## src/rtl/regfile_pkg.sv

```systemverilog
// Shared constants, FSM state type and enable decoder for the register-bank write port.
package regfile_pkg;

  localparam int REG_COUNT = 8;
  localparam int REG_W     = 16;
  localparam int REG_IDX_W = 3;

  typedef enum logic {
    ARB    = 1'b0,
    LOCKED = 1'b1
  } arb_state_e;

  function automatic logic [REG_COUNT-1:0] idx_to_onehot(input logic [REG_IDX_W-1:0] idx);
    logic [REG_COUNT-1:0] oh;
    oh      = '0;
    oh[idx] = 1'b1;
    return oh;
  endfunction

endpackage

```

## src/rtl/regfile_write_arbiter_if.sv

```systemverilog
// Bus between the write requesters and the register-bank write arbiter.
interface regfile_write_arbiter_if
  import regfile_pkg::*;
#(
  parameter int NREQ   = 3,
  parameter int DATA_W = REG_W,
  parameter int NREG   = REG_COUNT
);
  // Handshake: requester i holds req[i], lock[i], its dest_idx slice and its
  // wdata slice stable until gnt[i]=1 is sampled at a rising edge; the write
  // completes in that cycle and the requester may change or drop them after.
  logic [NREQ-1:0]           req;
  logic [NREQ-1:0]           lock;
  logic [NREQ*REG_IDX_W-1:0] dest_idx;
  logic [NREQ*DATA_W-1:0]    wdata;
  logic [NREQ-1:0]           gnt;
  logic [NREG-1:0]           en;
  logic [DATA_W-1:0]         to_dest_reg;
  logic                      busy;

  modport master (
    output req, lock, dest_idx, wdata,
    input  gnt, en, to_dest_reg, busy
  );

  modport slave (
    input  req, lock, dest_idx, wdata,
    output gnt, en, to_dest_reg, busy
  );

endinterface

```

## src/rtl/rr_pick.sv

```systemverilog
// Combinational round-robin search: first set request at or above ptr, wrapping to 0.
module rr_pick #(
  parameter int N  = 3,
  parameter int PW = (N > 1) ? $clog2(N) : 1
) (
  input  logic [N-1:0]  req,
  input  logic [PW-1:0] ptr,
  output logic [PW-1:0] winner,
  output logic          valid
);

  int j;

  // Walk offsets from farthest to nearest so the nearest requester is written last.
  always_comb begin
    winner = '0;
    valid  = 1'b0;
    j      = 0;
    for (int k = N - 1; k >= 0; k--) begin
      j = int'(ptr) + k;
      if (j >= N) j = j - N;
      if (req[j]) begin
        winner = PW'(j);
        valid  = 1'b1;
      end
    end
  end

endmodule

```

## src/rtl/regfile_write_arbiter.sv

```systemverilog
// Round-robin arbiter with lock for the register bank's single write port.
// Define REGWR_STARVE_GUARD_EN to cap each lock episode at 4 consecutive grants.
module regfile_write_arbiter
  import regfile_pkg::*;
#(
  parameter int NREQ   = 3,
  parameter int DATA_W = REG_W,
  parameter int NREG   = REG_COUNT
) (
  input  logic              clk,
  input  logic              reset,
  regfile_write_arbiter_if.slave bus,
  output arb_state_e        dbg_state
);

  localparam int PW = (NREQ > 1) ? $clog2(NREQ) : 1;
  localparam logic [PW-1:0] LAST_IDX = PW'(NREQ - 1);

  function automatic logic [PW-1:0] next_idx(input logic [PW-1:0] w);
    return (w == LAST_IDX) ? '0 : w + 1'b1;
  endfunction

  arb_state_e        state_q, state_d;
  logic [PW-1:0]     rr_ptr_q, rr_ptr_d;
  logic [PW-1:0]     owner_q, owner_d;
  logic [NREQ-1:0]   gnt_q, gnt_d;
  logic [NREG-1:0]   en_q, en_d;
  logic [DATA_W-1:0] to_dest_reg_q, to_dest_reg_d;
  logic              busy_q, busy_d;
`ifdef REGWR_STARVE_GUARD_EN
  logic [2:0]        burst_cnt_q, burst_cnt_d;
`endif

  logic [PW-1:0] win_idx;
  logic          win_valid;
  logic [PW-1:0] grant_idx;
  logic          grant_valid;

  rr_pick #(.N(NREQ), .PW(PW)) u_rr_pick (
    .req    (bus.req),
    .ptr    (rr_ptr_q),
    .winner (win_idx),
    .valid  (win_valid)
  );

  always_comb begin
    state_d       = state_q;
    rr_ptr_d      = rr_ptr_q;
    owner_d       = owner_q;
    gnt_d         = '0;
    en_d          = '0;
    to_dest_reg_d = '0;
    grant_valid   = 1'b0;
    grant_idx     = win_idx;
`ifdef REGWR_STARVE_GUARD_EN
    burst_cnt_d   = burst_cnt_q;
`endif
    case (state_q)
      ARB: begin
        if (win_valid) begin
          grant_valid = 1'b1;
          grant_idx   = win_idx;
          rr_ptr_d    = next_idx(win_idx);
          if (bus.lock[win_idx]) begin
            state_d = LOCKED;
            owner_d = win_idx;
`ifdef REGWR_STARVE_GUARD_EN
            burst_cnt_d = 3'd1;
`endif
          end
        end
      end
      LOCKED: begin
        if (bus.req[owner_q]) begin
          grant_valid = 1'b1;
          grant_idx   = owner_q;
          if (!bus.lock[owner_q]) state_d = ARB;
`ifdef REGWR_STARVE_GUARD_EN
          // The 4th grant of an episode forces rearbitration starting past the owner.
          burst_cnt_d = burst_cnt_q + 3'd1;
          if (burst_cnt_q == 3'd3) begin
            state_d  = ARB;
            rr_ptr_d = next_idx(owner_q);
          end
`endif
        end else begin
          state_d = ARB;
        end
      end
      default: state_d = ARB;
    endcase

    if (grant_valid) begin
      gnt_d[grant_idx] = 1'b1;
      en_d             = idx_to_onehot(bus.dest_idx[REG_IDX_W*grant_idx +: REG_IDX_W]);
      to_dest_reg_d    = bus.wdata[DATA_W*grant_idx +: DATA_W];
    end
    busy_d = (state_d == LOCKED);
  end

  always_ff @(posedge clk) begin
    if (reset) begin
      state_q       <= ARB;
      rr_ptr_q      <= '0;
      owner_q       <= '0;
      gnt_q         <= '0;
      en_q          <= '0;
      to_dest_reg_q <= '0;
      busy_q        <= 1'b0;
`ifdef REGWR_STARVE_GUARD_EN
      burst_cnt_q   <= '0;
`endif
    end else begin
      state_q       <= state_d;
      rr_ptr_q      <= rr_ptr_d;
      owner_q       <= owner_d;
      gnt_q         <= gnt_d;
      en_q          <= en_d;
      to_dest_reg_q <= to_dest_reg_d;
      busy_q        <= busy_d;
`ifdef REGWR_STARVE_GUARD_EN
      burst_cnt_q   <= burst_cnt_d;
`endif
    end
  end

  assign bus.gnt         = gnt_q;
  assign bus.en          = en_q;
  assign bus.to_dest_reg = to_dest_reg_q;
  assign bus.busy        = busy_q;
  assign dbg_state       = state_q;

endmodule
```

## src/flat_wrapper.sv

```systemverilog
// flat-port wrapper written by rule: the top's interface ports become plain ports
module regfile_write_arbiter_flat import regfile_pkg::*;
#(
  parameter int NREQ   = 3,
  parameter int DATA_W = REG_W,
  parameter int NREG   = REG_COUNT
)
  (clk, reset, dbg_state, bus_req, bus_lock, bus_dest_idx, bus_wdata, bus_gnt, bus_en, bus_to_dest_reg, bus_busy);
  regfile_write_arbiter_if #(.NREQ(NREQ), .DATA_W(DATA_W), .NREG(NREG)) bus_i ();
  input  logic clk;
  input  logic reset;
  output arb_state_e dbg_state;
  input wire logic [$bits(bus_i.req)-1:0] bus_req;
  input wire logic [$bits(bus_i.lock)-1:0] bus_lock;
  input wire logic [$bits(bus_i.dest_idx)-1:0] bus_dest_idx;
  input wire logic [$bits(bus_i.wdata)-1:0] bus_wdata;
  output wire logic [$bits(bus_i.gnt)-1:0] bus_gnt;
  output wire logic [$bits(bus_i.en)-1:0] bus_en;
  output wire logic [$bits(bus_i.to_dest_reg)-1:0] bus_to_dest_reg;
  output wire logic [$bits(bus_i.busy)-1:0] bus_busy;
  assign bus_i.req = bus_req;
  assign bus_i.lock = bus_lock;
  assign bus_i.dest_idx = bus_dest_idx;
  assign bus_i.wdata = bus_wdata;
  assign bus_gnt = bus_i.gnt;
  assign bus_en = bus_i.en;
  assign bus_to_dest_reg = bus_i.to_dest_reg;
  assign bus_busy = bus_i.busy;
  regfile_write_arbiter #(.NREQ(NREQ), .DATA_W(DATA_W), .NREG(NREG)) u_core (.clk(clk), .reset(reset), .bus(bus_i), .dbg_state(dbg_state));
endmodule
```

## config.mk

```make
export PLATFORM = sky130hd
export DESIGN_NAME = regfile_write_arbiter_flat
export DESIGN_NICKNAME = d
export VERILOG_FILES = /design/src/rtl/regfile_pkg.sv /design/src/rtl/regfile_write_arbiter_if.sv /design/src/rtl/rr_pick.sv /design/src/rtl/regfile_write_arbiter.sv /design/src/flat_wrapper.sv
export SDC_FILE = /design/constraint.sdc
export NUM_CORES = 1
export LEC_CHECK = 0
export ABC_AREA = 1
export CAP_MARGIN = 10
export CORE_MARGIN = 2
export CORE_UTILIZATION = 40
export CTS_CLUSTER_SIZE = 25
export DETAILED_ROUTE_END_ITERATION = 16
export HOLD_SLACK_MARGIN = 0.12
export PLACE_DENSITY = 0.86
export SETUP_SLACK_MARGIN = 0.15
export SLEW_MARGIN = 25
export SYNTH_ARGS = -nofsm -noshare
export SYNTH_HDL_FRONTEND = slang
export SYNTH_SLANG_ARGS = --single-unit
```

## constraint.sdc

```tcl
create_clock -name clk -period 4.05 [get_ports clk]
set_clock_uncertainty 0.15 [all_clocks]
set_input_delay 0.81 -clock clk [delete_from_list [all_inputs] [get_ports clk]]
set_output_delay 0.81 -clock clk [all_outputs]
set_load 0.01 [all_outputs]
```

==> Yosys cells after proc, flatten, opt, wreduce, memory -nomap -nowiden <==
Cells that the tools add are included.
{ "word_totals": {"word_cells": 74, "out_inout_bits": 29, "register_bits": 32} }
{ "classes": {"muxes": 39, "multipliers": 1, "order_cmp": 12, "shift": 2, "n_eq_ne": 1, "addsub": 6, "n_reduce_logical": 5, "bitwise": 2} }
{ "ops": {"columns": ["op", "count"], "rows": [
  ["$lt 32x4->1 const B", 3],
  ["$mux 32", 3],
  ["$shiftx 48x7->16", 1],
  ["$ge 32x3->1 const B", 1],
  ["$sub 32x3->32 const B", 1],
  ["$mux 1", 20],
  ["$bmux 1 s2", 6],
  ["$mux 2", 5],
  ["$lt 2x3->1 const B", 3],
  ["$shiftx 9x5->3", 1],
  ["$lt 3x4->1 const B", 1],
  ["$mul 2x2->4 const A", 1],
  ["$pmux 1 s2", 2],
  ["$pmux 2 s2", 1],
  ["$sub 3x2->4 const B", 1],
  ["$add 2x1->3 const B", 1],
  ["$add 2x2->3 const B", 1],
  ["$demux 1 s3", 1],
  ["$ge 3x1->1 const B", 1],
  ["$ge 3x2->1 const B", 1],
  ["$reduce_and 3->1", 1],
  ["$sub 2x2->3 const B", 1],
  ["$add 2x1->2 const B", 1],
  ["$demux 1 s2", 1],
  ["7 further kinds", 9]
]} }

==> Logic depth before layout (Yosys ltp) <==
Gate-level depths: netlist of run 1.
{ "depth": {"depth_word": 17, "ltp_mapped": 17, "depth_no_buf": 17} }

==> Cells and area by module <==
Synthesis of run 1 repeated with hierarchy kept, for this count alone.
{ "hier_totals": {"hier_cells": 257, "area_unflattened_um2": 1755.4} }
{ "by_module_without_submodules": {"columns": ["module", "seq_area_each_um2", "instances", "cells_each", "area_each_um2"], "rows": [
  ["regfile_write_arbiter", 640.6, 1, 216, 1545.2],
  ["rr_pick", 0.0, 1, 41, 210.2]
]} }

==> Worst setup path before layout of run 1 <==
No wires, ideal clock.
{ "synth_path": {"path_type": "input-to-reg", "start": "in bus_req[1]", "end": "reg u_core.to_dest_reg_q[6] (netlist: u_core.bus.to_dest_reg[6])", "setup_slack_ns": 1.889, "required_ns": 3.785, "path_buffers": 1, "stages": 11, "t_arrival_ns": 1.896, "cell_sequence": "inv_1 -> nand2_1 -> nand3_2 -> nand2_2 -> nor3_2 -> nor2_2 -> o21ai_4 -> inv_4 -> buf_6 -> nand3_1 -> o21ai_2"} }
{ "synth_between": {"elab_chain_cells": 10, "word_cells_on_any_way": 25} }
{ "synth_rtl": {"columns": ["element", "line_no", "rtl"], "rows": [
  ["from (decl)", "flat_wrapper.sv:13", "input wire logic [$bits(bus_i.req)-1:0] bus_req;"],
  ["branches (longest 10 deep; another with $shiftx 48x7->16)", null, null],
  ["to (signal assigned)", "regfile_write_arbiter.sv:119", "to_dest_reg_q <= to_dest_reg_d;"],
  ["to (decl)", "regfile_write_arbiter.sv:28", "logic [DATA_W-1:0] to_dest_reg_q, to_dest_reg_d;"]
]} }
Several ways; the timed one is not identified. The select of a mux whose other input is x is not followed.
A chain may end at the register's enable or synchronous reset.

==> Final worst setup path of run 1 <==
{ "layout_path": {"start": "in bus_req[0]", "end": "reg u_core.to_dest_reg_q[4] (netlist: u_core.bus.to_dest_reg[4])"} }
Same word-level chain as after synthesis.

==> flow_summary.yaml, run 1 <==
status:
  run_status: "finished clean"
die:
  core_region_area_mm2: 0.00438
  die-width_um: 71.9
  floorplan.io_pins: 94
  initial_core_util_pct: 42.0
  die-height_um: 71.9
  die_area_mm2: 0.00517
  floorplan.rows: 24
drt:
  drt-pass1-iter-count: 4
  finalWirelength_um: 5070
  post_drt_via_cell_ratio: 4.88
  initialDrtViolationCount: 95
  remaining_drc_errors: 0
  route.detailed.wl_per_inst_um: 12.8
  drtAntennaViolNets: 0
  routed-via-count: 1931
sta:
  hold_viol: 0
  report.final.slew_viol_count: 0
  setup_viol: 0
  fin_setup_tns_ns: 0
  final.period_utilization_pct: 69.2
  max_freq_ghz: 0.357
  tightest_slew_ns: 0.438
  period_minus_slack_ns: 2.80
  slew_headroom_pct: 70.7
  setup_repair_after_global_routing_missed_its_margin: "no"
  hold_ws_ns: 0.356
  finalWorstSetupSlack_ns: 1.25
placement:
  dpl.hpwl_um: 4030
  count_of_buffers_inserted_at_the_top_level_ports: 93
  detailedPlace.worstSlack_ns: 0.956
  gp_congestion: 0.909
layout:
  mostFrequentLayoutCells: "93 x sky130_fd_sc_hd__clkdlybuf4s50_1, 51 x sky130_fd_sc_hd__nand2_1, 32 x sky130_fd_sc_hd__dfxtp_1, 30 x sky130_fd_sc_hd__nor2_1, 29 x sky130_fd_sc_hd__nand3_1"
  antenna_cells_inserted: 0
  fill_cells: 363
  mostFrequentLayoutCell: "sky130_fd_sc_hd__clkdlybuf4s50_1"
  layout.nets: 411
  share_of_layout_cells_above_drive_strength_1_pct: 16.6
  area.growth.synth_to_final_pct: 56.2
  largest_register_ff_count: 16
min_path:
  holdCritStartpoint: "u_core.rr_ptr_q[1]"
  hold_removal_path_class: "flop to flop"
  hold_path_depth: 2
  hold_end: "u_core.rr_ptr_q[1]"
setup_path:
  crit_arrival_ns: 2.85
  r2r-start: "u_core.rr_ptr_q[0]"
  r2r_end: "u_core.bus.to_dest_reg[4]"
  path_cells: "clkdlybuf4s50_1, nand2_1, nand2_2, nand2_2, nand2_1, nand2_1, nand2_2, nand2_2, nand2_4, inv_4, nor2_4, o21ai_0, o21ai_0"
  crit_path_frequent_cell: "sky130_fd_sc_hd__nand2_2"
  cp_slowest_cell: "sky130_fd_sc_hd__clkdlybuf4s50_1"
  worst_setup_path_start_kind: "input port"
  rr_worst_depth: 15
  worstPathRequired_ns: 4.10
  regToRegSetupSlack_ns: 1.44
  critical_path_type: "input port to flop"
  slowest_delay_ns: 0.54
  worstPathMaxFanout: 24
  kind_of_end_point_of_the_critical_path: "flop"
logic_synthesis:
  synthesized_area_fraction_occupied_by_ao_oa_aoi_and_oai_cells_pct: 20.6
  syn-num-nets: 319
  synthesis.area_mm2: 0.00184
  yosysSeqAreaShare_pct: 34.8
  synth_area_in_xor_xnor_pct: 0
  synth_area_per_cell_um2: 7.34
  synth_top_flop_cell: "sky130_fd_sc_hd__dfxtp_1"
  netlist_instances: 251
  yosys_warning_count: 0
  arithmetic_cell_share_of_the_synthesized_area_counting_full_adders_half_adders_and_majority_gates_pct: 2.04
  synth-simple-area-share_pct: 33.3
  netlist-cell-type-count: 30
  synth.area.mux_share_pct: 0
  edff_count_synth: 0
  synth_top_family_by_area: "simple AND/OR/NAND/NOR gates"
  ys_async_sr_fraction_pct: 0
  yosys_register_bits: 32
cts:
  cts_tree: "done"
  cts_hold_repair.buffers: 0
  clk-insertion-delay-late_ns: 0.27
  cts-root-to-sink-buffers: 2
  cts_resized: 0
  htreeDepth: 2
  cts.sink_count: 32
  cts_root_buf: "sky130_fd_sc_hd__clkbuf_8"
  tritoncts.num_buffers: 5
  clkSlewWorstSetupHoldPaths_ns: 0.06
  post_cts.repair.setup_buffers: 0
global_routing:
  gr-usage-all-layers_pct: 19.8
  grt_start_max_net_pins: 27
  grt_pass1_wl_um: 8110
  grt_antenna_before_repair: 0
  grt_total_ovfl: 0
  grt_pass1_vias: 1798
power:
  vdd_drop_max_v: 0.000623
  power.leakage_nw: 1.23
  cellPowerDensity_mw_per_mm2: 780
  total_power_mw: 2.25
run:
  drv_cap: 0
## power breakdown
part           internal, mW  switching [mW]
clock                 0.182           0.116
sequential            0.433          0.0516
combinational         0.568           0.895
total                  1.18            1.06
## synthesized netlist by cell type (2+ instances only)
library cell | number | area share (%)
sky130_fd_sc_hd__nand2_4 | 2 | 1.2
sky130_fd_sc_hd__buf_6 | 4 | 2.4
sky130_fd_sc_hd__inv_1 | 19 | 3.9
sky130_fd_sc_hd__inv_2 | 5 | 1.0
sky130_fd_sc_hd__nand3_2 | 3 | 1.6
sky130_fd_sc_hd__nand2_2 | 8 | 2.7
sky130_fd_sc_hd__nand2_1 | 51 | 10
sky130_fd_sc_hd__dfxtp_1 | 32 | 35
sky130_fd_sc_hd__o211ai_2 | 2 | 1.4
sky130_fd_sc_hd__inv_4 | 2 | 0.68
sky130_fd_sc_hd__o21ai_0 | 11 | 3.0
sky130_fd_sc_hd__o21ai_2 | 19 | 9.0
sky130_fd_sc_hd__a21oi_1 | 8 | 2.2
sky130_fd_sc_hd__nor2_1 | 30 | 6.1
sky130_fd_sc_hd__nand3_1 | 29 | 7.9
sky130_fd_sc_hd__buf_2 | 3 | 0.81
sky130_fd_sc_hd__ha_1 | 3 | 2.0
sky130_fd_sc_hd__a21oi_2 | 4 | 1.9
sky130_fd_sc_hd__a21boi_0 | 2 | 0.81
sky130_fd_sc_hd__o21ai_1 | 4 | 1.1
## routing by layer
metal	global-route usage [%]	up-vias	part of all wire [%]
met5	0	-	0
met4	6.29	0	1.3
met3	5.63	8	6.9
met2	32.8	68	48
met1	24.8	857	44
li1	-	998	-
## cell type report
type | instances | area (um2) | area share [%]
Tap cell | 52 | 65.1 | 2.26
Inverter | 26 | 103 | 3.56
Clock inverter | 2 | 35.0 | 1.22
Timing Repair Buffer | 93 | 931 | 32.3
Sequential cell | 32 | 641 | 22.3
Clock buffer | 6 | 72.6 | 2.52
Multi-Input combinational cell | 185 | 1030 | 35.9
## kinds of logic (layout without fill, tap and decap cells)
family | count (synthesis) | after routing
compound gates | 52 | 52
fa+ha+maj | 3 | 3
buf+inv | 34 | 127
flops | 32 | 32
simple gates | 130 | 130
## stage by stage
stage,instances,cell area (um2),util [%]
3_5_place_dp,388,2770,63.2
2_1_floorplan,251,1840,-
4_1_cts,396,2880,65.7
6_report,396,2880,65.7
3_3_place_gp,388,2770,63.2
5_1_grt,396,2880,65.7
## worst max-delay path: cells and delay by family
| family | cells | cell delay (ns) |
|---|---|---|
| and+or+nand+nor | 9 | 1.03 |
| AOI/OAI and AO/OA | 2 | 0.34 |
| buffers and inverters | 2 | 0.67 |
## worst max-delay path by stage
stage,start,endpoint,slack (ns),depth (start not counted)
2_1_floorplan,bus_req[1],u_core.bus.to_dest_reg[6],1.89,11
3_3_place_gp,bus_req[1],u_core.bus.to_dest_reg[0],1.09,10
3_5_place_dp,bus_req[0],u_core.bus.to_dest_reg[2],0.96,13
4_1_cts,bus_req[0],u_core.bus.to_dest_reg[4],1.25,13
5_1_grt,bus_req[0],u_core.bus.to_dest_reg[2],1.04,13
6_report,bus_req[0],u_core.bus.to_dest_reg[4],1.25,13
Note: power is estimated with default switching activity, not from simulation.
==> run 2, diff against run 1 <==
clock period = 2.6 ns   (was 4.05 ns; I/O delays follow)
==> flow_summary.yaml, run 2 (same netlist as run 1, synthesis figures left out) <==
sta:
  hold_ws_ns: 0.385
  setup_viol: 0
  setup_repair_after_global_routing_missed_its_margin: "no"
  hold_viol: 0
  slew_headroom_pct: 74.5
  final.period_utilization_pct: 89.1
  finalWorstSetupSlack_ns: 0.284
  period_minus_slack_ns: 2.32
  fin_setup_tns_ns: 0
  tightest_slew_ns: 0.380
  max_freq_ghz: 0.432
  report.final.slew_viol_count: 0
layout:
  antenna_cells_inserted: 0
  largest_register_ff_count: 16
  fill_cells: 376
  mostFrequentLayoutCell: "sky130_fd_sc_hd__clkdlybuf4s50_1"
  multi_input_area_mm2: 0.00105
  register_area_um2: 641
  mostFrequentLayoutCells: "93 x sky130_fd_sc_hd__clkdlybuf4s50_1, 50 x sky130_fd_sc_hd__nand2_1, 32 x sky130_fd_sc_hd__dfxtp_1, 30 x sky130_fd_sc_hd__nor2_1, 29 x sky130_fd_sc_hd__nand3_1"
  share_of_layout_cells_above_drive_strength_1_pct: 19.5
  layout.nets: 421
  area.growth.synth_to_final_pct: 61.8
cts:
  cts-root-to-sink-buffers: 2
  htreeDepth: 2
  cts.sink_count: 32
  clkSlewWorstSetupHoldPaths_ns: 0.07
  cts_tree: "done"
  tritoncts.num_buffers: 5
  clk-insertion-delay-late_ns: 0.28
  cts_root_buf: "sky130_fd_sc_hd__clkbuf_8"
power:
  power.leakage_nw: 1.28
  cellPowerDensity_mw_per_mm2: 1260
  swShare_pct: 46.1
  clock_power_share_pct: 12.4
  design_internal_power_mw: 2.03
  share_comb_of_total_power_pct: 67.7
  vdd_drop_max_v: 0.000749
  power.net_switching_mw: 1.73
  power.share.sequential_pct: 20.0
global_routing:
  gr-usage-all-layers_pct: 20.7
  grt_pass1_wl_um: 8450
  grt_total_ovfl: 0
  grt_start_max_net_pins: 18
  grt_antenna_before_repair: 0
  grt_pass1_vias: 1917
setup_path:
  critical_path_type: "input port to flop"
  kind_of_end_point_of_the_critical_path: "flop"
  worstPathMaxFanout: 8
  slowest_delay_ns: 0.51
  path_cells: "clkdlybuf4s50_1, inv_1, a21oi_2, o211ai_2, nand2_2, inv_1, nand3_4, nand2_4, inv_2, buf_4, o21ai_2, o21ai_2"
  critical_path_buf_inv_count: 5
  crit_arrival_ns: 2.38
  worst-path-stages: 12
  cp_slowest_cell: "sky130_fd_sc_hd__clkdlybuf4s50_1"
  worstPathRequired_ns: 2.67
  rr_worst_depth: 12
  worst_setup_path_start_kind: "input port"
  worst_path_dominant_cell_family: "buffers and inverters"
drt:
  drt-pass1-iter-count: 4
  route.detailed.wl_per_inst_um: 13.2
  remaining_drc_errors: 0
  post_drt_via_cell_ratio: 5.03
  initialDrtViolationCount: 128
  drtAntennaViolNets: 0
  finalWirelength_um: 5350
  routed-via-count: 2042
run:
  drv_cap: 0
min_path:
  hold_path_depth: 2
  hold_removal_path_class: "flop to flop"
die:
  floorplan.io_pins: 94
  core_region_area_mm2: 0.00438
  initial_core_util_pct: 42.0
  die_area_mm2: 0.00517
  die-height_um: 71.9
  floorplan.rows: 24
  die-width_um: 71.9
placement:
  detailedPlace.worstSlack_ns: 0.0299
  dpl.hpwl_um: 4250
  gp_congestion: 0.961
  count_of_buffers_inserted_at_the_top_level_ports: 93
status:
  run_status: "finished clean"
run 2: area by class of cell:
class / instances / area share, %
clock buffers: 6 / 2.43
inverters: 26 / 3.44
well taps: 52 / 2.18
multi-input cells: 185 / 35.1
repair buffers: 103 / 34.2
clock inverters: 2 / 1.17
flip-flops and latches: 32 / 21.5
run 2: path summary, 6_finish.rpt:
kind,to,startpoint,slack (ns)
worst max-delay path,u_core.bus.to_dest_reg[15],bus_req[1],0.28
worst min register to register,u_core.rr_ptr_q[1],u_core.rr_ptr_q[1],0.38
worst min-delay path,u_core.rr_ptr_q[1],u_core.rr_ptr_q[1],0.38
worst max register to register,u_core.bus.en[2],u_core.rr_ptr_q[1],0.34
run 2: layer usage:
metal | global-route usage, % | vias to the layer above | routed length, um
met5 | 0 | - | 0
met4 | 9.64 | 0 | 172
met3 | 5.63 | 18 | 395
met2 | 35.0 | 88 | 2580
met1 | 24.4 | 909 | 2190
li1 | - | 1027 | -
run 2: tightest hold or removal path: cells and delay by family, from the launching register on:
family	cells	cell delay [ns]
AOI/OAI and AO/OA	1	0.05
DFF	1	0.35
and+or+nand+nor	1	0.08
run 2: what timing repair did:
item	in CTS	in global routing
setup endpoints to repair	0	19
resized for setup	0	3
hold buffers	0	0
buffers inserted	0	2
run 2: power by group through the flow:
| stage | Clock [mW] | Combinational (mW) | Sequential (mW) |
|---|---|---|---|
| global placement | 0 | 2.41 | 0.758 |
| detailed placement | 0 | 2.47 | 0.759 |
| finish | 0.465 | 2.55 | 0.752 |
| CTS | 0.473 | 2.49 | 0.750 |
| global route | 0.492 | 2.80 | 0.766 |
| floorplan | 0 | 1.64 | 0.827 |
run 2: stage by stage:
| step | area, um2 | total power [mW] | utilization, % | cells |
|---|---|---|---|---|
| floorplan | 1840 | 2.47 | - | 251 |
| global placement | 2840 | 3.17 | 64.9 | 396 |
| detailed placement | 2840 | 3.23 | 64.9 | 396 |
| CTS | 2950 | 3.71 | 67.3 | 404 |
| global route | 2980 | 4.06 | 68.0 | 406 |
| finish | 2980 | 3.76 | 68.0 | 406 |
==> run 3, diff against run 2 <==
CELL_PAD_IN_SITES_DETAIL_PLACEMENT = 1   (was default)
CELL_PAD_IN_SITES_GLOBAL_PLACEMENT = 1   (was default)
CORE_UTILIZATION = 27   (was 40)
CTS_CLUSTER_DIAMETER = 60   (was default)
TNS_END_PERCENT = 50   (was default)
==> flow_summary.yaml, run 3 (same netlist as run 1, synthesis figures left out) <==
run:
  drv_cap: 0
cts:
  htreeDepth: 2
  tritoncts.num_buffers: 5
  cts_tree: "done"
  cts.sink_count: 32
  clkSlewWorstSetupHoldPaths_ns: 0.07
  cts_root_buf: "sky130_fd_sc_hd__clkbuf_8"
  cts-root-to-sink-buffers: 2
  clk-insertion-delay-late_ns: 0.28
  cts_hold_repair.buffers: 0
global_routing:
  grt_pass1_vias: 2142
  grt_total_ovfl: 0
  gr-usage-all-layers_pct: 16.6
  grt_start_max_net_pins: 18
  grt_antenna_before_repair: 0
  grt_pass1_wl_um: 9870
sta:
  setup_viol: 0
  report.final.slew_viol_count: 0
  max_freq_ghz: 0.438
  hold_viol: 0
  slew_headroom_pct: 78.7
  period_minus_slack_ns: 2.28
  setup_repair_after_global_routing_missed_its_margin: "yes"
  final.period_utilization_pct: 87.9
  tightest_slew_ns: 0.316
setup_path:
  worstPathRequired_ns: 2.62
  worst_setup_path_start_kind: "flop"
  crit_arrival_ns: 2.31
  critical_path_type: "flop to flop"
  kind_of_end_point_of_the_critical_path: "flop"
  worstPathMaxFanout: 8
  regToRegSetupSlack_ns: 0.32
die:
  initial_core_util_pct: 27.6
  die-width_um: 86.6
  die-height_um: 86.6
  die_area_mm2: 0.00750
  floorplan.io_pins: 94
  core_region_area_mm2: 0.00668
  floorplan.rows: 30
layout:
  area.growth.synth_to_final_pct: 64.2
  largest_register_ff_count: 16
  stdcell_count: 435
  mostFrequentLayoutCells: "93 x sky130_fd_sc_hd__clkdlybuf4s50_1, 50 x sky130_fd_sc_hd__nand2_1, 31 x sky130_fd_sc_hd__dfxtp_1, 30 x sky130_fd_sc_hd__nor2_1, 29 x sky130_fd_sc_hd__nand3_1"
  share_of_layout_cells_above_drive_strength_1_pct: 20.0
  layout.nets: 423
  finalCoreUtilization_pct: 45.3
  antenna_cells_inserted: 0
  mostFrequentLayoutCell: "sky130_fd_sc_hd__clkdlybuf4s50_1"
  fill_cells: 836
drt:
  remaining_drc_errors: 0
  routed-via-count: 2056
  drt-pass1-iter-count: 4
  initialDrtViolationCount: 41
  drtAntennaViolNets: 0
  finalWirelength_um: 6230
  post_drt_via_cell_ratio: 4.73
  route.detailed.wl_per_inst_um: 14.3
placement:
  dpl.hpwl_um: 5040
  placed_cells_incl_taps: 425
  gp_congestion: 0.764
  count_of_buffers_inserted_at_the_top_level_ports: 93
power:
  cellPowerDensity_mw_per_mm2: 1250
  vdd_drop_max_v: 0.000544
  power.leakage_nw: 1.28
  total_power_mw: 3.78
status:
  run_status: "finished clean"
min_path:
  hold_removal_path_class: "flop to flop"
==> run 3: cell types whose count changed in the layout (fill, tap and decap cells not counted), sizes merged <==
cell	previous run	this run
bufinv	1	0
buf	10	12
==> run 3: worst paths after layout <==
path | from | end | depth (start not counted)
worst max-delay path | u_core.rr_ptr_q[1] | u_core.bus.to_dest_reg[5] | 13
worst min-delay path | u_core.rr_ptr_q[1] | u_core.rr_ptr_q[1] | 2
worst min register to register | u_core.rr_ptr_q[1] | u_core.rr_ptr_q[1] | 2
worst max register to register | u_core.rr_ptr_q[1] | u_core.bus.to_dest_reg[5] | 13
==> run 3: layout make-up <==
class | instances | area, um2 | share of cell area, %
clock buffer | 6 | 72.6 | 2.40
clock inverter | 1 | 5.00 | 0.165
inverter | 26 | 105 | 3.47
multi-input combinational | 185 | 1070 | 35.3
sequential | 32 | 642 | 21.2
tap | 80 | 100 | 3.31
timing repair buffer | 105 | 1030 | 34.2
==> run 3: worst max-delay path, cell delays in order, from the launching register on <==
cell                      delay, ns
sky130_fd_sc_hd__dfxtp_1       0.41
sky130_fd_sc_hd__inv_1         0.07
sky130_fd_sc_hd__ha_1          0.25
sky130_fd_sc_hd__inv_2         0.12
sky130_fd_sc_hd__nand2_1       0.07
sky130_fd_sc_hd__nand3_2       0.08
sky130_fd_sc_hd__nand2_2       0.08
sky130_fd_sc_hd__nor3_4        0.22
sky130_fd_sc_hd__nor2_4        0.07
sky130_fd_sc_hd__o21ai_4       0.25
sky130_fd_sc_hd__nor2_4        0.10
sky130_fd_sc_hd__buf_12        0.15
sky130_fd_sc_hd__o21ai_1       0.07
sky130_fd_sc_hd__o21ai_1       0.07
==> run 3: report_power, final <==
part,leakage [nW],switching (mW),total [mW],internal [mW]
clock,0.0410,0.188,0.370,0.182
combinational,0.976,1.56,2.65,1.09
sequential,0.264,0.0838,0.759,0.676
==> run 3: stage by stage <==
stage	area [um2]	TNS [ns]	hold slack (ns)	setup slack, ns
after detailed placement	2890	-0.432	0.366	-0.0892
final	3030	0	0.396	0.316
after CTS	2970	0	0.375	0.168
after global routing	3030	0	0.434	0.108
after floorplan	1840	0	0.321	0.520
after global placement	2890	0	0.350	0.00677
==> run 3: metal layers <==
layer	vias up	track usage (%)	part of all wire, %
met5	-	0	0
met4	0	3.41	0.59
met3	6	3.62	4.4
met2	59	30.9	51
met1	964	19.4	44
li1	1027	-	-
==> run 3: repair_timing <==
item	4_1_cts	5_1_grt
resized for setup	0	9
pin swaps	1	2
cloned	0	0
buffers inserted	1	2
setup endpoints to repair	1	27
==> variant: new RTL, flow settings as in run 2 <==
Reset style: asynchronous (`reset`), changed in one clocked block.
--- a/src/rtl/regfile_write_arbiter.sv
+++ b/src/rtl/regfile_write_arbiter.sv
@@ -98,7 +98,7 @@
     busy_d = (state_d == LOCKED);
   end
 
-  always_ff @(posedge clk) begin
+  always_ff @(posedge clk or posedge reset) begin
     if (reset) begin
       state_q       <= ARB;
       rr_ptr_q      <= '0;
Behaviour: differs if reset is asserted again (counterexample within 4 cycles, from zero or initial values and one cycle with reset high); with reset held inactive, the same outputs for 10 cycles.
==> variant against run 2 <==
Global-route usage shrank 1.6 points; area after synthesis rose by 2.9%; sequential share of layout area up 4.4 points; sequential cell count did not move; count of clock-buffer cells in the layout up 2; cell area up 3.6%; worst setup slack got worse by 0.020 ns; wire length decreased by 3.1%; power rose by 16%; critical path type unchanged; largest cell class is now buffers.
==> variant: results <==
[critical_path]
arrival_ns = 2.35
cp_max_fo = 18

[pwr]
irDropWorstVdd_mv = 0.916
seqPwrFrac_pct = 18.4
p_leak_uw = 0.00139
comb_power_uw = 3180
p_int_uw = 2360
p_switching_uw = 2010

[routing]
via_per_inst = 4.91
wl_met3_um = 264
dr_wl_met2_um = 2800
wl_met1_um = 2010
dr.pass1.iters = 4
route.detailed.wl_per_inst_um = 13.0
drtIter0Drc = 80

[clock_tree]
insertion_delay_ns = 0.28
cts_setup_buffers = 0

[synthesis]
yosys-top-cells-count = "nand2_1, nor2_1, dfrtp_1, inv_1, nand3_1"
synth.area.top_cells = "dfrtp_1, nand2_1, nor2_1"
syn-num-nets = 305
yosysUniqueCellTypes = 27
synth-seq-area-share_pct = 42.2
async_reset_ff_share_pct = 100
yosysWarnings = 0

[grt]
grt_usage_pct = 19.1
grt_pass1_wl_um = 7890
grtUsageMet3_pct = 5.52
grt_max_degree = 33
grt_pass1_vias = 1853
met1_usage_pct = 21.1
grtUsageMet2_pct = 35.1

[placed_design]
gp_congestion = 0.841
dp_hpwl_um = 4070
dp_slack_ns = -0.0247

[layout]
antennaDiodeCount = 0
drive_gt1_share_pct = 18.4
final_nets = 410
fillers = 371

[outcome]
status = "finished clean"

[timing]
worst_pin_slew_ns = 0.397
==> variant: changes by cell type after synthesis, moves of 6 or more <==
cell            run 2  this run
dfrtp_1             0        32
dfxtp_1            32         0
o21ai_2            19         3
nand2_1            51        63
nand3_1            29        17
nor2_2              1        11
o31ai_2             0        10
nor2_1             30        39
a21oi_1             8         2
o31ai_1             0         6
==> variant: area by class of cell <==
cell class / instances / area share [%]
clock buffer: 8 / 2.92
inverter: 24 / 3.32
multi-input combinational: 176 / 31.8
sequential: 32 / 25.9
tap: 54 / 2.19
timing repair buffer: 103 / 33.8
==> variant: metrics by stage <==
stage	hold WS [ns]	instance area (um2)	std cells
after floorplan	0.326	1900	237
after detailed placement	0.391	2940	387
after global placement	0.377	2940	387
after global routing	0.421	3090	397
final	0.405	3090	397
after CTS	0.409	3030	395
==> variant: cells by family after synthesis <==
group	share of synthesized area [%]
compound gates	16.2
fa+ha+maj	1.98
buf+inv	7.52
flops	42.2
simple gates	32.0
==> variant: path summary, 6_finish.rpt <==
path / startpoint / end / slack (ns) / depth (start not counted)
min in group asynchronous: reset / u_core.bus.gnt[2] / 0.46 / 3
setup / recovery: bus_req[1] / u_core.bus.en[6] / 0.26 / 16
max in group asynchronous: reset / u_core.bus.en[3] / 1.54 / 3
hold / removal: u_core.owner_q[1] / u_core.owner_q[1] / 0.40 / 2
setup reg to reg: u_core.rr_ptr_q[0] / u_core.bus.en[6] / 0.31 / 16
hold reg to reg: u_core.owner_q[1] / u_core.owner_q[1] / 0.40 / 2
==> variant: worst max-delay path: cells and delay by family <==
kind | cells | cell delay, ns
buffers and inverters | 5 | 0.82
AOI/OAI and AO/OA | 2 | 0.12
and+or+nand+nor | 9 | 0.87
